<file path="config.mk">
export PLATFORM = sky130hd
export DESIGN_NAME = fpdiv_sched
export DESIGN_NICKNAME = d
export VERILOG_FILES = /design/src/rtl/fpdiv_pkg.sv /design/src/rtl/fpdiv_rr_arbiter.sv /design/src/rtl/fpdiv_sched.sv
export SDC_FILE = /design/constraint.sdc
export NUM_CORES = 1
export LEC_CHECK = 0
export ABC_AREA = 1
export CORE_ASPECT_RATIO = 0.75
export CORE_MARGIN = 1.5
export CORE_UTILIZATION = 33
export DETAILED_ROUTE_END_ITERATION = 16
export MAX_ROUTING_LAYER = met4
export PLACE_DENSITY = 0.68
export SLEW_MARGIN = 20
export SYNTH_ARGS = -nofsm -noshare
export SYNTH_HDL_FRONTEND = slang
export SYNTH_SLANG_ARGS = --single-unit
</file>
<file path="constraint.sdc">
create_clock -name clock -period 2.6 [get_ports clock]
set_input_delay 0.39 -clock clock [delete_from_list [all_inputs] [get_ports clock]]
set_output_delay 0.39 -clock clock [all_outputs]
set_load 0.03 [all_outputs]
</file>
<file path="src/rtl/fpdiv_pkg.sv">
// fpdiv_pkg: shared state encoding and constants for the FP32 divider scheduler
package fpdiv_pkg;
   typedef enum logic [1:0] {IDLE, ISSUE, WAIT, RESP} state_t;
   localparam logic [31:0] QNAN_F32 = 32'h7FC00000;
   localparam int TIMEOUT_DEF = 64;
endpackage

</file>
<file path="src/rtl/fpdiv_rr_arbiter.sv">
// rr_arbiter: combinational round-robin pick, searching upward from ptr with wraparound
module rr_arbiter #(
   parameter int NREQ = 4,
   parameter int IW = $clog2(NREQ)
) (
   input  logic [NREQ-1:0] req,
   input  logic [IW-1:0]   ptr,
   output logic [NREQ-1:0] gnt,
   output logic [IW-1:0]   idx
);
   logic [IW-1:0] j;
   // walk the search order backwards so the closest requester to ptr is written last
   always_comb begin
      gnt = '0;
      idx = '0;
      j = '0;
      for (int k = NREQ - 1; k >= 0; k--) begin
         j = IW'((int'(ptr) + k) % NREQ);
         if (req[j]) begin
            gnt = '0;
            gnt[j] = 1'b1;
            idx = j;
         end
      end
   end
endmodule

</file>
<file path="src/rtl/fpdiv_sched.sv">
// fpdiv_sched: round-robin sharing of one multi-cycle FP32 divider with completion timeout
module fpdiv_sched
   import fpdiv_pkg::*;
#(
   parameter int NREQ = 4,
   parameter int TIMEOUT = TIMEOUT_DEF,
   parameter int TW = 7
) (
   input  logic              clock,
   input  logic              resetb,
   input  logic [NREQ-1:0]   req_valid,
   output logic [NREQ-1:0]   req_ready,
   input  logic [NREQ*32-1:0] req_a,
   input  logic [NREQ*32-1:0] req_b,
   output logic [NREQ-1:0]   resp_valid,
   input  logic [NREQ-1:0]   resp_ready,
   output logic [31:0]       resp_data,
   output logic              resp_err,
   output logic              div_start,
   output logic [31:0]       div_a,
   output logic [31:0]       div_b,
   input  logic              div_done,
   input  logic [31:0]       div_result,
   output logic [7:0]        io_byte,
   output logic              busy
);
   localparam int IW = $clog2(NREQ);
   state_t state, state_nx;
   logic [IW-1:0] rr_ptr, grant, win_idx;
   logic [NREQ-1:0] win_gnt;
   logic [TW-1:0] counter;
   logic to_hit, finish, handshake;
   rr_arbiter #(.NREQ(NREQ), .IW(IW)) u_arb (
      .req(req_valid),
      .ptr(rr_ptr),
      .gnt(win_gnt),
      .idx(win_idx)
   );
   always_comb begin
      to_hit = counter == TW'(TIMEOUT - 1);
      finish = state == WAIT && (div_done || to_hit);
      handshake = state == RESP && resp_ready[grant];
      state_nx = state == IDLE  ? (|req_valid ? ISSUE : IDLE) :
                 state == ISSUE ? WAIT :
                 state == WAIT  ? (finish ? RESP : WAIT) :
                 (handshake ? IDLE : RESP);
      req_ready = state == IDLE ? win_gnt : '0;
      div_start = state == ISSUE;
      busy = state != IDLE;
   end
   always_ff @(posedge clock or negedge resetb) begin
      if (!resetb) state <= IDLE;
      else state <= state_nx;
   end
   always_ff @(posedge clock or negedge resetb) begin
      if (!resetb) begin
         rr_ptr <= '0;
         grant <= '0;
         counter <= '0;
         div_a <= '0;
         div_b <= '0;
         resp_valid <= '0;
         resp_data <= '0;
         resp_err <= 1'b0;
         io_byte <= '0;
      end else begin
         if (state == IDLE && |req_valid) begin
            grant <= win_idx;
            div_a <= req_a[32*win_idx +: 32];
            div_b <= req_b[32*win_idx +: 32];
         end
         counter <= state == ISSUE ? '0 : state == WAIT ? counter + 1'b1 : counter;
         // a completion on the timeout cycle still counts as a real result
         if (finish) begin
            resp_data <= div_done ? div_result : QNAN_F32;
            resp_err <= !div_done;
            resp_valid <= NREQ'(1) << grant;
         end
         if (handshake) begin
            resp_valid <= '0;
            rr_ptr <= grant == IW'(NREQ - 1) ? '0 : grant + 1'b1;
            if (!resp_err) io_byte <= resp_data[7:0];
         end
      end
   end
endmodule

</file>
==> impl_metrics.yaml, run 1 <==
timing:
  fin_crit_ps: 2625
  finalSetupViolations: 1
  slew_violations: 0
  worst_pin_slew_ps: 702.0
  hold_violations: 6
  finalCritPeriodShare_pct: 101.0
  layout_setup_ws_ps: -24.73
  timing.slew.headroom_pct: 53.20
  tns_ps: -24.73
  hold_ws_ps: -18.26
  fmax_mhz: 381.0
  finClkSkew_ps: 6.335
logic_synthesis:
  synth_fp_nets: 1509
  ys_ff_latch: 122
  avgSynthCellArea_um2: 6.818
  syn_inst: 1193
  synthTopCellsByCount: "387 x nand2_1, 215 x inv_1, 192 x nand3_1, 122 x dfrtp_1, 48 x nand3b_1"
  synth_area_leaders: "dfrtp_1 38%, nand2_1 18%, nand3_1 12%"
  synth_area_um2: 8134
  yosysWarnings: 0
  async_reset_ff_share_pct: 100.0
  synth_edf_count: 0
  yosys.area.top_type: "dfrtp_1"
  ys_types: 30
  ys.flop_type: "dfrtp_1"
  synth.top_cell.area_share_pct: 37.53
  synth_seq_area_share_pct: 37.53
  synth_most_common_cell: "nand2_1"
grt:
  grt_pass1_vias: 8928
  track_usage_pct: 24.70
  grt_pass1_wl_um: 47800
  grt_overflow: 0
  grt_max_degree: 88
  antenna_found_initial: 1
power_and_ir_drop:
  power_mw: 18.86
  p_sw_share_pct: 50.39
  pwr-share-comb_pct: 68.7
  power.leakage_nw: 6.731
  p_int_mw: 9.354
  peakVddDrop_v: 0.001328
  seqPwrFrac_pct: 17.8
  clkPwrFrac_pct: 13.6
  power_density_nw_per_um2: 1401
  p_sw_mw: 9.501
setup_path:
  reg2regPathDepth: 16
  end_kind: "output pin"
  path_max_fanout: 7
  r2r-end: "div_a[14]$_DFFE_PN0P_"
  critPathLaunchType: "flip-flop"
  reg2reg_slack_ps: 360
  critPathArrivalTime_ps: 2230
  critical_path_class: "flip-flop to output pin"
  rr_startpoint: "rr_ptr[0]$_DFFE_PN0P_"
  required_ps: 2210
clock_network:
  h-tree-depth: 4
  clkSinkCount: 122
  cts_tree: "built"
  cts_buffers: 17
  cts_root_buf: "clkbuf_16"
  clk_pin_slew_ps: 60
  clkLatencyLatePin_ps: 430
  clockBufferDepth: 2
routing:
  viasPerCell: 4.723
  wire_per_inst_um: 16.00
  drc: 0
  drt_iter0_drc: 479
  drt_wl_total_um: 31020
  vias: 9158
  dr.pass1.iters: 5
  ant_nets: 0
cells_and_area:
  area_delta_synth_final_pct: 65.41
  nets: 1910
  final_area_um2: 13450
  drive_above_1_share_pct: 7.032
placement:
  gp_congestion: 0.9127
  dp_slack_ps: 88.12
  place_area_um2: 12700
  dpl.hpwl_um: 22830
  io_buffers: 413
outcome:
  failed_checks: "hold timing, setup timing"
  status: "finished, violations left"
die:
  num_rows: 49
  core-area_um2: 24090
  die_h_um: 139.0
  initial_core_util_pct: 33.76
  die_area_um2: 25610
  die_w_um: 184.3
  ios: 414
run:
  drv_cap: 0
min_path:
  hp-class: "input port to asynchronous set/reset pin"
-- power groups by stage --
stage / clock network, mW / registers (mW) / logic [mW]
after detailed placement: 0 / 3.35 / 12.6
after global routing: 2.69 / 3.46 / 14.2
after floorplan: 0 / 4.91 / 6.72
after CTS: 2.60 / 3.35 / 12.8
after global placement: 0 / 3.35 / 12.5
final: 2.56 / 3.35 / 12.9
-- critical path, cell delays in order, from the launching register on --
cell      delay [ps]
dfrtp_1          410
buf_6            150
nand2_2          100
nand3_2           90
nand2_2          100
inv_2             50
buf_4            140
o211ai_1         260
o21ai_1          170
a21oi_2          180
buf_6            150
-- area by class of cell --
cell class | instances | area [um2]
clock inverter | 14 | 183.9
timing repair buffer | 452 | 4567
antenna | 1 | 2.502
clock buffer | 18 | 439.2
sequential | 122 | 3053
inverter | 220 | 833.3
tap | 331 | 414.1
fill | 2276 | 10640
multi-input combinational | 781 | 3961
-- state kept, by name, summed over array words and instances, names as in the netlist --
| register | flops |
|---|---|
| resp_err | 1 |
| div_a | 32 |
| grant | 2 |
| resp_valid | 4 |
| io_byte | 8 |
| div_b | 32 |
| rr_ptr | 2 |
| state | 2 |
| counter | 7 |
| resp_data | 32 |
-- through the flow --
| step | hold WS (ps) | std cells | utilization [%] |
|---|---|---|---|
| CTS | 7.857 | 1933 | 55.44 |
| finish | -18.26 | 1939 | 55.84 |
| global placement | 461.1 | 1900 | 52.71 |
| global route | 36.77 | 1939 | 55.84 |
| floorplan | 94.41 | 1193 | - |
| detailed placement | 464.0 | 1900 | 52.71 |
-- cell usage in the layout, fill, tap and decap left out, types with 3 or more instances in the layout --
cell	n
nand3_1	189
nand3_2	7
buf_4	29
nand3b_1	48
inv_1	211
nor3_1	4
inv_2	6
nand2_2	10
nand2_1	382
ha_1	16
inv_4	3
buf_6	4
nand2_4	4
o21ai_0	29
o22a_1	9
clkbuf_16	17
a21oi_1	12
bufinv_16	3
a22o_1	15
o21ai_1	3
inv_6	6
o211ai_1	20
clkdlybuf4s50_1	408
or2_1	16
buf_12	11
dfrtp_1	122
nor2_1	7
-- timing repair --
| item | in CTS | in global routing |
|---|---|---|
| hold buffers | 0 | 0 |
| setup endpoints to repair | 4 | 4 |
| buffers inserted | 1 | 5 |
| pin swaps | 1 | 8 |
| resized for setup | 5 | 18 |
-- worst max path at each step --
stage                           from              endpoint  slack [ps]  depth (start not counted)
4_1_cts        rr_ptr[0]$_DFFE_PN0P_          req_ready[1]         0.7                         12
3_5_place_dp            req_valid[0]  div_a[9]$_DFFE_PN0P_          90                         15
6_report       rr_ptr[0]$_DFFE_PN0P_          req_ready[1]         -20                         10
2_1_floorplan  rr_ptr[0]$_DFFE_PN0P_          req_ready[3]          30                         12
3_3_place_gp            req_valid[0]  div_a[9]$_DFFE_PN0P_          80                         15
5_1_grt        rr_ptr[0]$_DFFE_PN0P_          req_ready[1]         -80                         12
-- logic make-up (layout without fill, tap and decap cells) --
logic type      after synthesis  in the layout  share of synthesized area (%)
simple gates                669            669                          37.36
buf+inv                     290            704                          14.77
flops                       122            122                          37.53
compound gates               95             95                          7.722
fa+ha+maj                    17             17                          2.615
other cells                   0              1                              0
-- layer usage --
layer,up-vias,share of wire [%],GRT usage [%],wire length (um)
met5,-,0,-,0
met4,0,3.1,9.448,970
met3,59,7.2,5.804,2247
met2,376,47,39.81,14650
met1,4204,42,29.87,13150
li1,4519,-,-,-
Note: power is estimated with default switching activity, not from simulation.
==> run 2, diff against run 1 <==
==> constraint.sdc (replaced) <==
create_clock -name clock -period 2.6 [get_ports clock]
set_input_delay 0.52 -clock clock [delete_from_list [all_inputs] [get_ports clock]]
set_output_delay 0.52 -clock clock [all_outputs]
set_load 0.03 [all_outputs]
==> run 2 against run 1 <==
Against the previous run:
- the run ends with setup timing left
- clock power decreased by 8.2%
- sequential power about the same
- first-iteration DRC count increased by 2.3%
- via count decreased by 0.81%
- global-route usage decreased by 0.58 points
- core utilization increased by 0.45 points
- critical path depth increased by 1
- die area unchanged
- maximum frequency decreased by 0.53%
==> impl_metrics.yaml, run 2 (same netlist as run 1, synthesis figures left out) <==
grt:
  grt_overflow: 0
  grt_pass1_wl_um: 46780
  grt_use_met3_pct: 6.014
  grt_max_degree: 76
  track_usage_pct: 24.11
  busiest_layer: "met2"
  grt_pass1_vias: 8997
  antenna_found_initial: 1
  met2_usage_pct: 39.87
  use_met1_pct: 28.33
die:
  num_rows: 49
  die_area_um2: 25610
  initial_core_util_pct: 33.76
  ios: 414
  die_h_um: 139.0
  core-area_um2: 24090
  die_w_um: 184.3
cells_and_area:
  nets: 1917
  fin_util_pct: 56.29
  top_regs: "div_a: 32 flops, div_b: 32 flops, resp_data: 32 flops"
  drive_above_1_share_pct: 7.745
  fill_cells: 2284
  instances_no_fill: 1946
  layout_commonest_cell: "clkdlybuf4s50_1"
  final_cell_mix: "406 x clkdlybuf4s50_1, 381 x nand2_1, 207 x inv_1, 189 x nand3_1, 122 x dfrtp_1"
  area_delta_synth_final_pct: 66.74
  final_area_um2: 13560
timing:
  rsz0062_at_grt: "true"
  fmax_mhz: 379.0
  finalSetupViolations: 2
  finalCritPeriodShare_pct: 101.5
  tns_ps: -50.62
  hold_violations: 0
  layout_setup_ws_ps: -38.74
  slew_violations: 0
  fin_crit_ps: 2639
  finClkSkew_ps: 12.83
  timing.slew.headroom_pct: 64.57
  worst_pin_slew_ps: 530.9
power_and_ir_drop:
  seqPwrFrac_pct: 17.7
  power_density_nw_per_um2: 1390
  power.leakage_nw: 6.761
  p_sw_share_pct: 50.97
  clkPwrFrac_pct: 12.4
  power_mw: 18.86
  peakVddDrop_v: 0.0008760
  p_sw_mw: 9.611
  pwr-share-comb_pct: 69.8
  p_int_mw: 9.245
setup_path:
  critPathLaunchType: "input port"
  cp_cell_sequence: "clkdlybuf4s50_1 > inv_2 > nand2_4 > nand3_4 > nand2_4 > inv_4 > buf_4 > o211ai_1 > o21ai_1 > a21oi_2 > buf_12"
  critPathMostFrequentCell: "nand2_4"
  cpMaxStageDelayCell: "clkdlybuf4s50_1"
  path_max_fanout: 3
  required_ps: 2080
  worst_path_largest_cell_delay_ps: 470
  end_kind: "output pin"
  critical_path_class: "input port to output pin"
  critPathArrivalTime_ps: 2120
outcome:
  failed_checks: "setup timing"
  status: "finished, violations left"
min_path:
  hp-class: "flip-flop to flip-flop"
clock_network:
  cts_buffers: 17
  clockBufferDepth: 2
  cts_root_buf: "clkbuf_16"
  clkLatencyLatePin_ps: 420
  h-tree-depth: 4
  clk_pin_slew_ps: 60
  cts_tree: "built"
  clkSinkCount: 122
placement:
  dpl.hpwl_um: 22270
  place_area_um2: 12830
  dp_cells: 1905
  gp_congestion: 0.8961
  io_buffers: 413
routing:
  ant_nets: 0
  drt_wl_total_um: 30000
  viasPerCell: 4.668
  drt_iter0_drc: 490
  vias: 9084
  wire_per_inst_um: 15.42
  dr.pass1.iters: 4
  drc: 0
run:
  drv_cap: 0
[run 2: per-layer routing]
layer / vias up / share of wire (%)
met2: 288 / 48
met3: 46 / 6.4
met4: 0 / 3.0
met5: - / 0
met1: 4215 / 42
li1: 4535 / -
[run 2: final cells by class]
cell class / count / area, um2 / area share (%)
timing repair buffer: 459 / 4696 / 34.62
multi-input combinational: 781 / 3990 / 29.42
sequential: 122 / 3053 / 22.51
inverter: 220 / 838.3 / 6.181
clock buffer: 17 / 425.4 / 3.137
tap: 331 / 414.1 / 3.054
clock inverter: 15 / 143.9 / 1.061
antenna: 1 / 2.502 / 0.01845
[run 2: worst paths after layout]
path / startpoint / end / slack [ps] / cells past startpoint
setup / recovery: req_valid[2] / req_ready[0] / -40 / 11
hold / removal: div_b[2]$_DFFE_PN0P_ / div_b[2]$_DFFE_PN0P_ / 480 / 2
setup reg to reg: rr_ptr[0]$_DFFE_PN0P_ / div_a[10]$_DFFE_PN0P_ / 390 / 17
hold reg to reg: div_b[2]$_DFFE_PN0P_ / div_b[2]$_DFFE_PN0P_ / 480 / 2
max in group asynchronous: resetb / io_byte[0]$_DFFE_PN0P_ / 1300 / 3
min in group asynchronous: resetb / div_a[0]$_DFFE_PN0P_ / 570 / 2
[run 2: repair_timing]
| action | 4_1_cts | 5_1_grt |
|---|---|---|
| hold buffers | 1 | 0 |
| endpoints found under the hold margin | 3 | 0 |
| resized for setup | 21 | 18 |
| setup endpoints to repair | 5 | 4 |
| buffers inserted | 5 | 2 |
| pin swaps | 6 | 7 |
[run 2: critical path, delay by kind of cell]
kind / cells / cell delay [ps]
compound gates: 3 / 480
buf+inv: 5 / 850
simple gates: 3 / 270
[run 2: power groups by stage]
| stage | registers, mW | clock network, mW | logic (mW) |
|---|---|---|---|
| floorplan | 4.91 | 0 | 6.73 |
| global placement | 3.34 | 0 | 12.8 |
| detailed placement | 3.35 | 0 | 12.9 |
| CTS | 3.35 | 2.40 | 13.1 |
| global route | 3.46 | 2.49 | 14.5 |
| finish | 3.34 | 2.35 | 13.2 |
[run 2: stage by stage]
stage                     hold slack [ps]  setup slack, ps
after floorplan                     224.4            82.19
after global placement              460.3           -162.4
after detailed placement            458.7           -175.2
after CTS                           481.7           -41.66
after global routing                502.7           -86.69
final                               478.5           -38.74
==> run 3, diff against run 2 <==
--- a/config.mk
+++ b/config.mk
@@ -10,7 +10,6 @@
 export CORE_MARGIN = 1.5
 export CORE_UTILIZATION = 33
 export DETAILED_ROUTE_END_ITERATION = 16
-export MAX_ROUTING_LAYER = met4
 export PLACE_DENSITY = 0.68
 export SLEW_MARGIN = 20
 export SYNTH_ARGS = -nofsm -noshare
==> constraint.sdc (replaced) <==
create_clock -name clock -period 3 [get_ports clock]
set_input_delay 0.6 -clock clock [delete_from_list [all_inputs] [get_ports clock]]
set_output_delay 0.6 -clock clock [all_outputs]
set_load 0.03 [all_outputs]
==> run 3 against run 2 <==
Against the previous run:
- the flow now finishes without violations
- sequential power down 13%
- final cell count decreased by 1.2%
- die area stayed put
- via count is 0.50% lower
- first-iteration DRC count decreased by 19%
- sequential share of layout area grew 0.62 points
- critical endpoint is now req_ready[1]
- largest cell class unchanged
- largest power group unchanged
==> impl_metrics.yaml, run 3 (same netlist as run 1, synthesis figures left out) <==
die:
  die_h_um: 139.0
  initial_core_util_pct: 33.76
  core-area_um2: 24090
  ios: 414
  die_area_um2: 25610
  num_rows: 49
  die_w_um: 184.3
grt:
  antenna_found_initial: 0
  track_usage_pct: 23.88
  grt_pass1_vias: 8964
  grt_max_degree: 97
  grt_overflow: 0
  grt_pass1_wl_um: 47980
timing:
  finalCritPeriodShare_pct: 96.12
  hold_ws_ps: 111.9
  fin_crit_ps: 2884
  timing.slew.headroom_pct: 56.93
  hold_violations: 0
  worst_pin_slew_ps: 645.3
  finalSetupViolations: 0
  finClkSkew_ps: 9.354
  tns_ps: 0
  slew_violations: 0
  fmax_mhz: 346.8
power_and_ir_drop:
  power_mw: 15.73
  peakVddDrop_v: 0.0008852
  clkPwrFrac_pct: 12.9
  pwr-share-comb_pct: 68.5
  power_density_nw_per_um2: 1191
  p_int_mw: 7.581
  p_sw_mw: 8.146
  seqPwrFrac_pct: 18.5
  power.leakage_nw: 6.597
  p_sw_share_pct: 51.80
clock_network:
  clkSinkCount: 122
  cts_hold_buffers: 0
  clockBufferDepth: 2
  cts_buffers: 17
  cts_tree: "built"
  clkLatencyLatePin_ps: 420
  h-tree-depth: 4
  cts_root_buf: "clkbuf_16"
  clk_pin_slew_ps: 70
setup_path:
  r2r-end: "div_a[9]$_DFFE_PN0P_"
  path_max_fanout: 4
  critPathArrivalTime_ps: 2280
  critical_path_class: "input port to output pin"
  end_kind: "output pin"
  reg2regPathDepth: 15
  critPathLaunchType: "input port"
  rr_startpoint: "rr_ptr[0]$_DFFE_PN0P_"
  required_ps: 2400
  reg2reg_slack_ps: 600
cells_and_area:
  layout_commonest_cell: "clkdlybuf4s50_1"
  instances_no_fill: 1923
  top_regs: "div_a: 32 flops, div_b: 32 flops, resp_data: 32 flops"
  final_cell_mix: "408 x clkdlybuf4s50_1, 387 x nand2_1, 210 x inv_1, 191 x nand3_1, 121 x dfrtp_1"
  multi_input_area_um2: 3921
  area_delta_synth_final_pct: 62.36
  final_area_um2: 13210
  drive_above_1_share_pct: 5.653
  nets: 1895
  register_area_um2: 3054
  n_antenna_cell: 0
  fill_cells: 2329
routing:
  dr.pass1.iters: 5
  ant_nets: 0
  wire_per_inst_um: 15.90
  viasPerCell: 4.700
  drt_iter0_drc: 397
  drc: 0
  vias: 9039
  drt_wl_total_um: 30570
outcome:
  status: "finished clean"
min_path:
  hp-class: "input port to asynchronous set/reset pin"
placement:
  io_buffers: 413
  gp_congestion: 0.9035
  dpl.hpwl_um: 22080
  dp_cells: 1886
  place_area_um2: 12570
run:
  drv_cap: 0
run 3: per-stage QoR:
stage | util, % | worst slack, ps
floorplan | - | 218.1
global placement | 52.17 | 140.5
detailed placement | 52.17 | 69.23
CTS | 54.57 | 37.20
global route | 54.81 | -11.55
finish | 54.81 | 116.3
run 3: repair_timing:
item | 4_1_cts | 5_1_grt
gates resized for setup | 1 | 7
setup buffers | 0 | 5
pin swaps | 0 | 1
setup endpoints to repair | 3 | 4
run 3: how the worst max path moves through the flow:
stage | start | endpoint | slack, ps | cells after the start
detailed placement | req_valid[3] | req_ready[1] | 70 | 13
floorplan | rr_ptr[0]$_DFFE_PN0P_ | req_ready[3] | 220 | 12
global placement | req_valid[0] | div_a[9]$_DFFE_PN0P_ | 140 | 15
global route | rr_ptr[0]$_DFFE_PN0P_ | req_ready[1] | -10 | 12
CTS | rr_ptr[1]$_DFFE_PN0P_ | req_ready[1] | 40 | 12
finish | req_valid[0] | req_ready[1] | 120 | 13
run 3: power groups by stage:
stage / clock network [mW] / registers, mW / logic (mW)
6_report: 2.03 / 2.91 / 10.8
5_1_grt: 2.16 / 3.01 / 11.9
4_1_cts: 2.09 / 2.93 / 10.8
3_5_place_dp: 0 / 2.92 / 10.7
3_3_place_gp: 0 / 2.92 / 10.6
2_1_floorplan: 0 / 4.26 / 5.82
run 3: worst max-delay path: stages:
cell	delay [ps]
clkdlybuf4s50_1	400
inv_1	150
nand2_2	90
nand3_2	80
nand2_2	80
inv_2	80
nand2_1	80
inv_2	80
nand2_1	50
o211ai_1	70
o21ai_0	120
a21oi_1	200
buf_4	190
run 3: area by class of cell:
cell class	instances	area share [%]
clock buffers	17	3.221
well taps	331	3.136
clock inverters	15	1.156
multi-input cells	781	29.69
flip-flops and latches	122	23.13
repair buffers	437	33.36
inverters	220	6.310
run 3: layer usage:
layer | vias up | part of all wire [%] | global-route usage [%]
li1 | 4495 | - | -
met1 | 4202 | 42 | 29.72
met2 | 302 | 49 | 40.39
met3 | 40 | 6.7 | 6.145
met4 | 0 | 2.1 | 7.420
met5 | - | 0 | 0
